**src/rtl/tt_pkg.sv**
```systemverilog
// Shared types and helpers for the truth-table sweep engine.
package tt_pkg;

   typedef enum logic [1:0] {
      IDLE,
      SETTLE,
      SAMPLE,
      DONE
   } tt_state_t;

   // Number of input vectors (truth-table rows) for an n-input function.
   function automatic int tt_nvec(input int n);
      return 1 << n;
   endfunction

   // Width of the settle down-counter for a given hold time.
   function automatic int tt_cnt_w(input int settle_cyc);
      return $clog2(settle_cyc + 1);
   endfunction

endpackage

```
**src/rtl/tt_settle_timer.sv**
```systemverilog
// Loadable down-counter that flags when a vector has been held long enough.
module tt_settle_timer
   import tt_pkg::*;
#(
   parameter int SETTLE_CYC = 1
) (
   input  logic clk,
   input  logic reset,
   input  logic load,
   output logic expire
);

   localparam int CW = tt_cnt_w(SETTLE_CYC);
   localparam logic [CW-1:0] LOAD_VAL = CW'(SETTLE_CYC - 1);
   localparam logic [CW-1:0] CNT_ONE  = CW'(1);

   logic [CW-1:0] cnt;

   // Count down from the load value and rest at zero until reloaded.
   always_ff @(posedge clk) begin
      if (reset) begin
         cnt <= '0;
      end else if (load) begin
         cnt <= LOAD_VAL;
      end else if (cnt != '0) begin
         cnt <= cnt - CNT_ONE;
      end
   end

   // Loading SETTLE_CYC-1 makes expire true in the SETTLE_CYC-th settle cycle.
   assign expire = (cnt == '0);

endmodule

```
**src/rtl/truth_table_sweeper.sv**
```systemverilog
// Sweeps every input vector of an N-input function, samples its output
// after a settle time and assembles the truth table as a minterm mask.
module truth_table_sweeper
   import tt_pkg::*;
#(
   parameter int N          = 3,
   parameter int SETTLE_CYC = 1
) (
   input  logic                   clk,
   input  logic                   reset,
   input  logic                   start,
   input  logic                   f,
   input  logic [tt_nvec(N)-1:0]  expected,
   output logic [N-1:0]           vec,
   output logic                   busy,
   output logic                   done,
   output logic [tt_nvec(N)-1:0]  mask,
   output logic [N:0]             ones,
   output logic                   match
);

   localparam int NV = tt_nvec(N);
   localparam logic [N-1:0] VEC_ONE  = N'(1);
   localparam logic [N-1:0] VEC_LAST = '1;
   localparam logic [N:0]   ONES_ONE = (N + 1)'(1);

   tt_state_t       state;
   tt_state_t       state_next;
   logic            load;
   logic            expire;
   logic            last;
   logic [NV-1:0]   mask_cap;

   tt_settle_timer #(
      .SETTLE_CYC (SETTLE_CYC)
   ) u_timer (
      .clk    (clk),
      .reset  (reset),
      .load   (load),
      .expire (expire)
   );

   assign last = (vec == VEC_LAST);

   // State register.
   always_ff @(posedge clk) begin
      if (reset) begin
         state <= IDLE;
      end else begin
         state <= state_next;
      end
   end

   // Next-state decode, status outputs and settle-timer reload.
   always_comb begin
      state_next = state;
      busy       = 1'b0;
      done       = 1'b0;
      load       = 1'b0;
      case (state)
         IDLE: begin
            if (start) begin
               state_next = SETTLE;
               load       = 1'b1;
            end
         end
         SETTLE: begin
            busy = 1'b1;
            if (expire) begin
               state_next = SAMPLE;
            end
         end
         SAMPLE: begin
            busy = 1'b1;
            if (last) begin
               state_next = DONE;
            end else begin
               state_next = SETTLE;
               load       = 1'b1;
            end
         end
         DONE: begin
            done = 1'b1;
            if (start) begin
               state_next = SETTLE;
               load       = 1'b1;
            end
         end
         default: state_next = IDLE;
      endcase
   end

   // Mask as it will look after the current sample; feeds the final compare.
   always_comb begin
      mask_cap      = mask;
      mask_cap[vec] = f;
   end

   // Vector counter, mask/ones accumulation and final match register.
   always_ff @(posedge clk) begin
      if (reset) begin
         vec   <= '0;
         mask  <= '0;
         ones  <= '0;
         match <= 1'b0;
      end else begin
         case (state)
            IDLE, DONE: begin
               if (start) begin
                  vec   <= '0;
                  mask  <= '0;
                  ones  <= '0;
                  match <= 1'b0;
               end
            end
            SAMPLE: begin
               mask <= mask_cap;
               if (f) begin
                  ones <= ones + ONES_ONE;
               end
               if (!last) begin
                  vec <= vec + VEC_ONE;
               end else begin
                  match <= (mask_cap == expected);
               end
            end
            default: ;
         endcase
      end
   end

endmodule

```
**config.mk**
```make
export PLATFORM = sky130hd
export DESIGN_NAME = truth_table_sweeper
export DESIGN_NICKNAME = d
export VERILOG_FILES = /design/src/rtl/tt_pkg.sv /design/src/rtl/tt_settle_timer.sv /design/src/rtl/truth_table_sweeper.sv
export SDC_FILE = /design/constraint.sdc
export NUM_CORES = 1
export LEC_CHECK = 0
export CAP_MARGIN = 20
export CELL_PAD_IN_SITES_DETAIL_PLACEMENT = 1
export CELL_PAD_IN_SITES_GLOBAL_PLACEMENT = 1
export CORE_MARGIN = 3
export CORE_UTILIZATION = 35
export DETAILED_ROUTE_END_ITERATION = 8
export GPL_TIMING_DRIVEN = 0
export PLACE_DENSITY_LB_ADDON = 0.1
export SYNTH_ARGS = -nofsm -noshare
export SYNTH_HDL_FRONTEND = slang
export SYNTH_HIERARCHICAL = 1
export SYNTH_SLANG_ARGS = --single-unit
```
**constraint.sdc**
```tcl
create_clock -name clk -period 2.6 [get_ports clk]
set_input_delay 0.52 -clock clk [delete_from_list [all_inputs] [get_ports clk]]
set_output_delay 0.52 -clock clk [all_outputs]
set_load 0.01 [all_outputs]
```
==> metrics.txt, run 1 <==
CTS max path bufs 2; total power 1.00 mW; Port Buffer Count 28; CP endpoint kind output pin; Antenna Cells 0; # setup viols final 0; period utilization 88.5%; slowest cell delay on critical path 0.54 ns; Final GP Congestion 0.806; DRT iter0 DRCs 71; setup TNS 0 ns; vias in the first global route 1365; TritonCTS Sinks 19; CTS Hold Bufs 0; Post-CTS Setup Bufs 0; routed via count 1272; Crit-path slowest cell clkdlybuf4s50_1; Resized Gates After CTS 0; synthesized area 1220 sq um; synthesized instance count 155; Reg clk slew, reported paths 0.12 ns; CP Capture Point busy; crit path max fanout 5; Net Count, Synth 173; Fin. Hold Viols 0; P per Cell Area 633 nW/um^2; Worst-Margin Slew 0.737 ns; fmax 0.435 GHz; Crit Path Class flop to output pin; row cnt 20; Worst path most repeated cell inv_1; RSZ-0062 raised after global routing false; CP Launch Type flop; CTS tree built; CP Launch Point state[0]$_SDFFE_PP0P_; total global routing overflow 0; leakage power 0.620 nW; Worst EP arrival 1.78 ns; Layout area overhead 29.8%; total global-route track usage 19.7%; Worst Hold Slack 0.522 ns; drt wl/cell 16.2 microns; root buffer cell clkbuf_4; Post-DP HPWL 2770 microns; terminus of the critical flop-to-flop path mask[1]$_SDFFE_PP0P_; Hold WC Path Type flop to flop; Die Width 65.0 microns; H-tree depth 1; synthesized area per cell 7.86 sq um; Num CTS Buffers 3; min Tclk post-route 2.30 ns; first-pass GRT wire length 6580 microns; Final Net Count 206; Synth Warn # 6; critical path, cell by cell inv_1 > ha_1 > inv_1 > clkdlybuf4s50_1; DIE AREA 4230 sq um; worst r2r path cells 7; maxcap violations 0; reg-to-reg startpoint state[0]$_SDFFE_PP0P_; largest net degree at the start of global routing 12; Worst Slack Setup Final 0.300 ns; worst ir drop on vdd 405 uV; layout cell share with drive strength beyond 1 4.28%; Vias/cell 5.51; io pins 30; required time of the worst setup path 2.08 ns; Placement Setup Slack -0.00230 ns; # DRC 0; chip height 65.0 microns; placeable core region 3180 sq um; initial antenna violation count 0; status completed; routed wire length 3730 microns; max-slew violation count 0; Worst Skew 0.00886 ns; Slew Limit Headroom 50.7%; R2R Setup Slk 0.30 ns; fillers 409; Final ANT Viol Nets 0; clock latency at the later pin of the worst-skew pair 0.32 ns; Initial DRT Pass Iterations 4; Initial Util 38.3%
-- report_power, final --
| part | total, mW | switching, mW | internal [mW] |
|---|---|---|---|
| logic | 0.490 | 0.303 | 0.188 |
| registers | 0.344 | 0.0296 | 0.314 |
| clock network | 0.167 | 0.109 | 0.0577 |
| total | 1.00 | 0.441 | 0.560 |
-- placed cells by master, fill, tap and decap left out, drive strengths merged, types with 3 or more instances in the layout --
| master | instances |
|---|---|
| a211oi | 3 |
| a21oi | 9 |
| a22oi | 10 |
| clkbuf | 9 |
| clkdlybuf4s50 | 28 |
| dfxtp | 19 |
| ha | 6 |
| inv | 9 |
| mux2i | 5 |
| nand2 | 6 |
| nand3 | 4 |
| nand3b | 3 |
| nor2 | 23 |
| nor2b | 5 |
| nor3b | 3 |
| o21ai | 11 |
| xor2 | 4 |
-- worst min path at each step --
stage,startpoint,to,slack (ns),cells past startpoint
2_1_floorplan,state[1]$_SDFFE_PP0P_,state[1]$_SDFFE_PP0P_,0.48,2
3_3_place_gp,mask[7]$_SDFFE_PP0P_,mask[7]$_SDFFE_PP0P_,0.49,2
3_5_place_dp,mask[7]$_SDFFE_PP0P_,mask[7]$_SDFFE_PP0P_,0.51,2
4_1_cts,mask[7]$_SDFFE_PP0P_,mask[7]$_SDFFE_PP0P_,0.53,2
5_1_grt,mask[1]$_SDFFE_PP0P_,mask[1]$_SDFFE_PP0P_,0.55,2
6_report,mask[7]$_SDFFE_PP0P_,mask[7]$_SDFFE_PP0P_,0.52,2
-- per-layer routing --
layer / vias up / GRT usage (%) / wire length (microns)
met5: - / 0 / 0
met1: 616 / 23.9 / 1680
li1: 623 / - / -
met2: 26 / 34.6 / 1860
met3: 7 / 4.68 / 146
met4: 0 / 5.01 / 45
-- per-stage QoR --
stage	cell area [sq um]	util, %	cells
after floorplan	1220	-	155
after global placement	1550	48.9	227
after detailed placement	1550	48.9	227
after CTS	1580	49.8	231
after global routing	1580	49.8	231
final	1580	49.8	231
-- critical path, delay by kind of cell, from the launching register on --
family	cells	cell delay [ns]
buf+inv	3	0.71
fa+ha+maj	1	0.38
flops	1	0.38
-- registers in the layout, summed over array words and instances (netlist names) --
register	count
mask	8
state	2
match	1
u_timer/cnt	1
ones	4
vec	3
-- layout make-up --
class | count | area (sq um) | share of cell area [%]
multi-input cells | 119 | 771 | 48.7
well taps | 44 | 55.1 | 3.48
clock inverters | 1 | 5.00 | 0.316
repair buffers | 28 | 280 | 17.7
clock buffers | 3 | 22.5 | 1.42
plain buffers | 8 | 33.8 | 2.14
flip-flops and latches | 19 | 380 | 24.1
inverters | 9 | 33.8 | 2.14
Power figures use the tool's default switching activity.
==> inputs of run 2 (changes only) <==
--- a/config.mk
+++ b/config.mk
@@ -13,6 +13,7 @@
 export DETAILED_ROUTE_END_ITERATION = 8
 export GPL_TIMING_DRIVEN = 0
 export PLACE_DENSITY_LB_ADDON = 0.1
+export REMOVE_ABC_BUFFERS = 1
 export SYNTH_ARGS = -nofsm -noshare
 export SYNTH_HDL_FRONTEND = slang
 export SYNTH_HIERARCHICAL = 1
==> run 2 against run 1 <==
Register-to-register slack better by 0.05 ns. Setup slack improved by 0.025 ns. Via count down 3.1%. Power fell by 1.8%. Fmax up 1.1%.
==> metrics.txt, run 2 (synthesis gave the netlist of run 1 again) <==
status completed; Reg clk slew, reported paths 0.12 ns; CP Launch Type flop; placeable core region 3180 sq um; Non-Filler Instances 224; sequential share of power 35.8%; Clock power frac 16.2%; Antenna Cells 0; routed wire length 3480 microns; Initial DRT Pass Iterations 4; RSZ-0062 raised after global routing false; DIE AREA 4230 sq um; first-pass GRT wire length 5980 microns; Worst Slack Setup Final 0.324 ns; Placement Setup Slack 0.0547 ns; min Tclk post-route 2.28 ns; TritonCTS Sinks 19; Resized Gates After CTS 0; total power 0.983 mW; max-slew violation count 0; DRT iter0 DRCs 76; P per Cell Area 631 nW/um^2; Worst EP arrival 1.76 ns; leakage power 0.602 nW; drt wl/cell 15.6 microns; largest register by flop count mask; initial antenna violation count 0; Hold WC Path Type flop to flop; sw frac 43.4%; clock latency at the later pin of the worst-skew pair 0.30 ns; CTS Hold Bufs 0; Slew Limit Headroom 49.3%; maxcap violations 0; CTS tree built; worst ir drop on vdd 331 uV; period utilization 87.5%; Final Net Count 199; Final GP Congestion 0.766; Port Buffer Count 29; Sw Pwr 0.426 mW; Internal 0.557 mW; Logic pwr share 47.9%; Worst Skew 0.000984 ns; CTS max path bufs 2; CP endpoint kind output pin; Vias/cell 5.50; # setup viols final 0; Post-CTS Setup Bufs 0; total global routing overflow 0; Final ANT Viol Nets 0; Worst-Margin Slew 0.757 ns; root buffer cell clkbuf_4; highest-count cells in the layout ignoring fill and taps 29 x clkdlybuf4s50_1, 23 x nor2_1, 19 x dfxtp_1; vias in the first global route 1257; total global-route track usage 17.8%; row cnt 20; Largest register FFs 8; Num CTS Buffers 3; Layout area overhead 27.8%; Die Width 65.0 microns; required time of the worst setup path 2.08 ns; Initial Util 38.3%; largest net degree at the start of global routing 20; routed via count 1232; # DRC 0; layout cell share with drive strength beyond 1 2.78%; io pins 30; H-tree depth 1; chip height 65.0 microns; Crit Path Class flop to output pin; Post-DP HPWL 2550 microns; commonest non-fill, non-tap cell in the layout clkdlybuf4s50_1; R2R Setup Slk 0.35 ns; biggest regs mask (8), ones (4), vec (3); placed insts 220; Fin. Hold Viols 0; fmax 0.439 GHz; setup TNS 0 ns; crit path max fanout 5
## run 2: cell types whose count changed in the layout (fill, tap and decap cells not counted)
cell and change:
clkbuf_1 -5, buf_2 -2, clkbuf_2 -1, clkdlybuf4s50_1 +1
## run 2: worst max-delay path: stages, from the launching register on
cell and delay, ns:
dfxtp_1 0.38, inv_1 0.07, ha_1 0.36, inv_1 0.10, clkdlybuf4s50_1 0.53
## run 2: power by group through the flow
stage,clock network [mW],registers (mW),logic [mW]
after floorplan,0,0.351,0.299
after global placement,0,0.356,0.450
after detailed placement,0,0.359,0.468
after CTS,0.165,0.353,0.476
after global routing,0.181,0.360,0.539
final,0.160,0.352,0.471
## run 2: area by class of cell
class,count,area [sq um]
clock buffers,3,22.5
well taps,44,55.1
multi-input cells,119,771
inverters,9,33.8
repair buffers,29,290
fillers,431,1620
clock inverters,1,5.00
flip-flops and latches,19,380
## run 2: per-stage QoR
stage                     instance area, sq um  util (%)  hold slack [ns]
after floorplan                           1180         -            0.476
after global placement                    1530      48.1            0.488
after detailed placement                  1530      48.1            0.509
after CTS                                 1560      49.0            0.527
after global routing                      1560      49.0            0.549
final                                     1560      49.0            0.522
## run 2: worst paths after layout
path              depth (start not counted)                    to                  start
setup / recovery                          4                  busy  state[0]$_SDFFE_PP0P_
hold / removal                            2  mask[1]$_SDFFE_PP0P_   mask[1]$_SDFFE_PP0P_
hold reg to reg                           2  mask[1]$_SDFFE_PP0P_   mask[1]$_SDFFE_PP0P_
setup reg to reg                          7    match$_SDFFE_PP0P_    vec[0]$_SDFFE_PP0P_
## run 2: per-layer routing
layer  global-route usage [%]  share of wire, %  up-vias
met5                        0                 0        -
met2                     30.7                48       24
li1                         -                 -      607
met1                     23.4                47      597
met4                     3.17              0.77        0
met3                     2.77               4.6        4
